==> config.mk <==
export PLATFORM = sky130hd
export DESIGN_NAME = inst_mem_loader
export DESIGN_NICKNAME = d
export VERILOG_FILES = /design/src/rtl/inst_mem_loader_pkg.sv /design/src/rtl/inst_mem_loader_key_debouncer.sv /design/src/rtl/inst_mem_loader.sv
export SDC_FILE = /design/constraint.sdc
export NUM_CORES = 2
export LEC_CHECK = 0
export CAP_MARGIN = 20
export CORE_MARGIN = 2
export CORE_UTILIZATION = 35
export CTS_CLUSTER_DIAMETER = 40
export CTS_CLUSTER_SIZE = 40
export DETAILED_ROUTE_END_ITERATION = 10
export PLACE_DENSITY = 0.49
export REMOVE_ABC_BUFFERS = 1
export SKIP_LAST_GASP = 1
export SLEW_MARGIN = 15
export SYNTH_ARGS = -nofsm -noshare
export SYNTH_HDL_FRONTEND = slang
export SYNTH_HIERARCHICAL = 1
export SYNTH_SLANG_ARGS = --single-unit
==> constraint.sdc <==
create_clock -name CLOCK_50 -period 3.6 [get_ports CLOCK_50]
set_input_delay 0.72 -clock CLOCK_50 [delete_from_list [all_inputs] [get_ports CLOCK_50]]
set_output_delay 0.72 -clock CLOCK_50 [all_outputs]
set_load 0.05 [all_outputs]
==> src/rtl/inst_mem_loader_pkg.sv <==
// Shared definitions for the instruction-side loader and the core's control unit.
// Holds the loader FSM encoding, default instruction width and the NOP word.
// Also provides the fetch range check used by the responder.
package inst_mem_loader_pkg;

  // Loader FSM encoding, shared with the core's control unit
  typedef enum logic [1:0] {
    ST_RUN     = 2'd0,
    ST_LOAD    = 2'd1,
    ST_LOAD_WR = 2'd2
  } ldr_state_t;

  // Instruction width expected by the core
  localparam int DATA_W_DEF = 16;

  // Width of the PC the core presents on a fetch
  localparam int FETCH_ADDR_W = 12;

  // Instruction returned for out-of-range fetches
  localparam logic [DATA_W_DEF-1:0] INST_NOP = 16'h0000;

  // True when any PC bit above the memory's address range is set
  function automatic logic fetch_oob(input logic [FETCH_ADDR_W-1:0] addr,
                                     input int                      addr_w);
    return (addr >> addr_w) != '0;
  endfunction

endpackage

==> src/rtl/inst_mem_loader_key_debouncer.sv <==
// Purpose: synchronise and debounce one active-low pushbutton; pulse on each accepted press.
// Latency: press_strobe 2 + DEBOUNCE_CYCLES + 1 cycles after a clean key_n fall.
// Backpressure: none; press_strobe is a single-cycle pulse with no handshake.
module key_debouncer #(
  parameter int DEBOUNCE_CYCLES = 500000
) (
  input  logic CLOCK_50,
  input  logic reset,
  input  logic key_n,
  output logic press_strobe
);

  localparam int                CNT_W   = $clog2(DEBOUNCE_CYCLES + 1);
  localparam logic [CNT_W-1:0]  CNT_MAX = CNT_W'(DEBOUNCE_CYCLES);

  logic             key_meta;
  logic             key_sync;
  logic             key_level;
  logic [CNT_W-1:0] stable_cnt;

  // Two-flop synchroniser; idles at the released level so reset never looks like a press
  always_ff @(posedge CLOCK_50) begin
    if (reset) begin
      key_meta <= 1'b1;
      key_sync <= 1'b1;
    end else begin
      key_meta <= key_n;
      key_sync <= key_meta;
    end
  end

  // Count how long the synced key has disagreed with the accepted level; accept after the window
  always_ff @(posedge CLOCK_50) begin
    if (reset) begin
      key_level    <= 1'b1;
      stable_cnt   <= '0;
      press_strobe <= 1'b0;
    end else begin
      press_strobe <= 1'b0;
      if (key_sync == key_level) begin
        stable_cnt <= '0;
      end else if (stable_cnt == CNT_MAX) begin
        key_level    <= key_sync;
        stable_cnt   <= '0;
        // only the falling (press) transition is reported
        press_strobe <= ~key_sync;
      end else begin
        stable_cnt <= stable_cnt + CNT_W'(1);
      end
    end
  end

endmodule

==> src/rtl/inst_mem_loader.sv <==
// Purpose: instruction memory answering core fetches; in load mode, writes switch words on key presses.
// Latency: fetch response one cycle after fetch_req; key write 2 + DEBOUNCE_CYCLES + 3 cycles after press.
// Backpressure: none; RUN accepts a fetch every cycle, load states silently drop fetches.
module inst_mem_loader
  import inst_mem_loader_pkg::*;
#(
  parameter int ADDR_W          = 8,
  parameter int DATA_W          = DATA_W_DEF,
  parameter int DEBOUNCE_CYCLES = 500000
) (
  input  logic                    CLOCK_50,
  input  logic                    reset,
  input  logic                    load_mode,
  input  logic [DATA_W-1:0]       sw_data,
  input  logic                    key_n,
  input  logic                    fetch_req,
  input  logic [FETCH_ADDR_W-1:0] fetch_addr,
  output logic [DATA_W-1:0]       inst,
  output logic                    inst_valid,
  output logic                    addr_err,
  output logic [ADDR_W-1:0]       load_ptr,
  output logic                    full,
  output logic                    overflow
);

  localparam int                DEPTH    = 1 << ADDR_W;
  localparam logic [ADDR_W-1:0] PTR_LAST = '1;

  ldr_state_t state;
  ldr_state_t state_nxt;

  logic wr_strobe;
  logic mem_we;
  logic ptr_clr;
  logic ptr_adv;
  logic ovf_set;
  logic fetch_vld;
  logic fetch_err;

  logic [DATA_W-1:0] mem [0:DEPTH-1];

  key_debouncer #(
    .DEBOUNCE_CYCLES(DEBOUNCE_CYCLES)
  ) u_key_debouncer (
    .CLOCK_50    (CLOCK_50),
    .reset       (reset),
    .key_n       (key_n),
    .press_strobe(wr_strobe)
  );

  assign fetch_err = fetch_oob(fetch_addr, ADDR_W);

  // Next-state and per-cycle control decode
  always_comb begin
    state_nxt = state;
    mem_we    = 1'b0;
    ptr_clr   = 1'b0;
    ptr_adv   = 1'b0;
    ovf_set   = 1'b0;
    fetch_vld = 1'b0;
    unique case (state)
      ST_RUN: begin
        // a fetch in the last RUN cycle is still honoured
        fetch_vld = fetch_req;
        if (load_mode) begin
          state_nxt = ST_LOAD;
          ptr_clr   = 1'b1;
        end
      end
      ST_LOAD: begin
        if (!load_mode) begin
          state_nxt = ST_RUN;
        end else if (wr_strobe) begin
          if (full) begin
            ovf_set = 1'b1;
          end else begin
            state_nxt = ST_LOAD_WR;
          end
        end
      end
      ST_LOAD_WR: begin
        // a started write always completes, even if load_mode has dropped
        mem_we    = 1'b1;
        ptr_adv   = 1'b1;
        state_nxt = load_mode ? ST_LOAD : ST_RUN;
      end
      default: begin
        state_nxt = ST_RUN;
      end
    endcase
  end

  // State register and load-pointer bookkeeping
  always_ff @(posedge CLOCK_50) begin
    if (reset) begin
      state    <= ST_RUN;
      load_ptr <= '0;
      full     <= 1'b0;
      overflow <= 1'b0;
    end else begin
      state <= state_nxt;
      if (ptr_clr) begin
        load_ptr <= '0;
        full     <= 1'b0;
        overflow <= 1'b0;
      end
      if (ptr_adv) begin
        // pointer parks on the last word once it has been written
        if (load_ptr == PTR_LAST) begin
          full <= 1'b1;
        end else begin
          load_ptr <= load_ptr + ADDR_W'(1);
        end
      end
      if (ovf_set) begin
        overflow <= 1'b1;
      end
    end
  end

  // RAM write port; contents survive reset but a write coinciding with reset is dropped
  always_ff @(posedge CLOCK_50) begin
    if (mem_we && !reset) begin
      mem[load_ptr] <= sw_data;
    end
  end

  // Registered fetch response; inst holds between fetches, valid/err are pulses
  always_ff @(posedge CLOCK_50) begin
    if (reset) begin
      inst       <= '0;
      inst_valid <= 1'b0;
      addr_err   <= 1'b0;
    end else begin
      inst_valid <= fetch_vld;
      addr_err   <= fetch_vld && fetch_err;
      if (fetch_vld) begin
        inst <= fetch_err ? DATA_W'(INST_NOP) : mem[fetch_addr[ADDR_W-1:0]];
      end
    end
  end

endmodule
==> metrics.cfg <==
[drt]
avgViaCountPerCell=5.51
dr.pass1.iters=6
routed_wl_um=499000
wl_per_cell_um=33.2
ant_nets=0
drc=0
drt_iter0_markers=9960
dr_total_vias=82800

[sta]
setup_slack_ps=23.1
drv_slew=0
setup_viol=0
relSlewSlack=0.0355
rsz0062_at_grt=false
skew_ps=44.2
hold_viol=0
worstMarginPinSlew_ps=1450
fin_crit_sh=0.994
max_freq_mhz=280
layout_min_cycle_time_ps=3580

[placement]
portBuffers=60
dp.cells=14000
gp_congestion=0.840
dp_slack_ps=-1130
hpwl_um=323000

[setup_path]
required_ps=4510
cpPeakStageDelay_ps=680
crit_slowest_cell=nand4_1
worst_path_most_repeated_cell=buf_4
path_cells=nor4b_1 -> buf_4 -> and2_1 -> buf_4 -> o21ai_0 -> nor4_2 -> nand4_1 -> a32oi_1
critPathLaunchType=flop
crit_fanout=7
end_kind=flop
crit_type=reg -> reg
cp-startpoint=state[0]$_SDFFE_PP0P_
r2r_start=state[0]$_SDFFE_PP0P_
arrival_ps=4490

[power_and_ir_drop]
power.density_mw_per_mm2=582
peakVddDrop_mv=0.477
p_leak_uw=0.0636

[synth]
synthCells=7229
seq_area_frac_synth=0.779
syn_area_mm2=0.159
yosysWarnings=6
ys_ff_latch=4149
ys.flop_type=edfxtp_1
avgSynthCellArea_um2=22.0
postSynth.asyncResetShare=0
ys_types=73
synth_edf_count=4096

[finish]
nFillCells=38600
drive_above_1_share=0.368
nets=8635
instances_no_fill=15000
area_growth_pct=24.6

[floorplanning]
start_util=0.352
core_mm2=0.453
die_x_um=679
std_cell_rows=247
dieArea_mm2=0.461
pin_count=61
die_h_um=679

[grt]
grt_pass1_vias=83800
antenna_found_initial=40
grt_overflow=0
grt_max_degree=108
grt_use_total=0.213
grt_pass1_wl_um=689000

[cts]
cts.sinks=4149
htree_levels=6
clockBufferDepth=4
cts_root_buf=clkbuf_16
cts_made_buffers=555
cts_tree=done
clock_latency_ps=1030
cts_hold_buffers=0
clk_pin_slew_ps=50

[worst_hold_path]
hold_start=sw_data[14]
hold_path.class=in -> reg

[status]
status=completed

[run]
drv_cap=0

==> power breakdown <==
| part | total, uW | internal (uW) | switching, uW |
|---|---|---|---|
| sequential | 53100 | 53100 | 9.15 |
| combinational | 5480 | 2100 | 3380 |
| clock | 56900 | 34900 | 22000 |
==> through the flow <==
stage	TNS [ps]	hold slack, ps	utilization	instance area, um^2	power (uW)
global route	0	80.9	0.438	198000	118000
finish	0	113	0.438	198000	115000
CTS	0	36.8	0.438	198000	116000
global placement	-9670	411	0.396	179000	59500
detailed placement	-9740	397	0.396	179000	59600
floorplan	-12090	389	-	157000	55700
==> metal layers <==
layer | part of all wire | GRT usage
met1 | 0.42 | 0.299
met4 | 0.028 | 0.0595
met3 | 0.068 | 0.0325
met2 | 0.48 | 0.347
met5 | 0.000070 | 0
==> layout make-up <==
| cell class | instances | area, um^2 | area share |
|---|---|---|---|
| multi-input cells | 2652 | 33100 | 0.167 |
| clock inverters | 393 | 4690 | 0.0236 |
| flip-flops and latches | 4149 | 124000 | 0.625 |
| clock buffers | 620 | 14500 | 0.0732 |
| repair buffers | 1227 | 14500 | 0.0729 |
| well taps | 5976 | 7480 | 0.0377 |
| inverters | 11 | 41.3 | 0.000208 |
| diodes | 10 | 25.0 | 0.000126 |
==> final timing paths <==
check	cells past startpoint	endpoint	slack, ps
max	8	inst[14]$_SDFFE_PP0P_	20
min reg2reg	1	u_key_debouncer/key_sync$_SDFF_PP1_	430
max reg2reg	8	inst[14]$_SDFFE_PP0P_	20
min	1	mem[83][14]$_DFFE_PP_	110
==> cell usage in the layout, fill, tap and decap left out, types with 132 or more instances in the layout <==
master / netlist / layout
buf_4: 73 / 766
nor2_2: 1 / 173
mux4_2: 967 / 967
edfxtp_1: 4096 / 4096
clkbuf_16: 0 / 572
a22oi_1: 183 / 183
o22ai_1: 132 / 132
mux2i_1: 197 / 197
nor2_1: 334 / 160
buf_12: 4 / 401
==> cells by family (layout without fill, tap and decap cells) <==
kind of cell / Yosys count / in the layout / share of synthesized area
AND/OR/NAND/NOR: 780 / 780 / 0.0235
XOR/XNOR: 19 / 19 / 0.00104
other: 0 / 10 / 0
AO/OA/AOI/OAI: 658 / 658 / 0.0285
adder cells (fa/ha/maj): 6 / 6 / 0.000471
multiplexers: 1189 / 1189 / 0.151
flip-flops: 4149 / 4149 / 0.779
buffers and inverters: 428 / 2251 / 0.0168
==> cells in the mapped netlist (17+ instances only) <==
cell type,number,area [um^2]
buf_6,66,743
nand3_1,87,435
a21oi_1,87,435
o22ai_1,132,826
a22oi_1,183,1370
a221oi_1,29,254
a211oi_1,52,390
dfxtp_1,53,1060
buf_4,73,548
o21ai_0,42,210
a22o_1,23,201
a31oi_1,22,138
mux2_2,25,282
buf_2,106,531
clkbuf_1,144,541
edfxtp_1,4096,123000
nand4_1,28,175
xnor2_1,17,149
nand2_1,114,428
o221ai_1,22,193
mux4_2,967,21800
nor3_1,39,195
nor2_1,334,1250
nor2b_1,60,375
nand2b_1,24,150
mux2i_1,197,1970
==> registers in the layout, summed over array words and instances (netlist names) <==
name / cells
mem: 4096
u_key_debouncer/key_meta: 1
u_key_debouncer/key_level: 1
u_key_debouncer/stable_cnt: 19
full: 1
load_ptr: 8
inst: 16
addr_err: 1
inst_valid: 1
overflow: 1
u_key_debouncer/press_strobe: 1
u_key_debouncer/key_sync: 1
state: 2
==> worst max-delay path: cells and delay by family (launching register included) <==
kind                   cells  cell delay (ps)
AO/OA/AOI/OAI              2              500
buffers and inverters      2              420
flip-flops                 1              360
AND/OR/NAND/NOR            4             2180
==> repair_timing <==
action / in CTS / in global routing
buffers inserted: 0 / 0
endpoints found under the setup margin: 4 / 0
gates resized for setup: 4 / 0
Note: power is estimated with default switching activity, not from simulation.
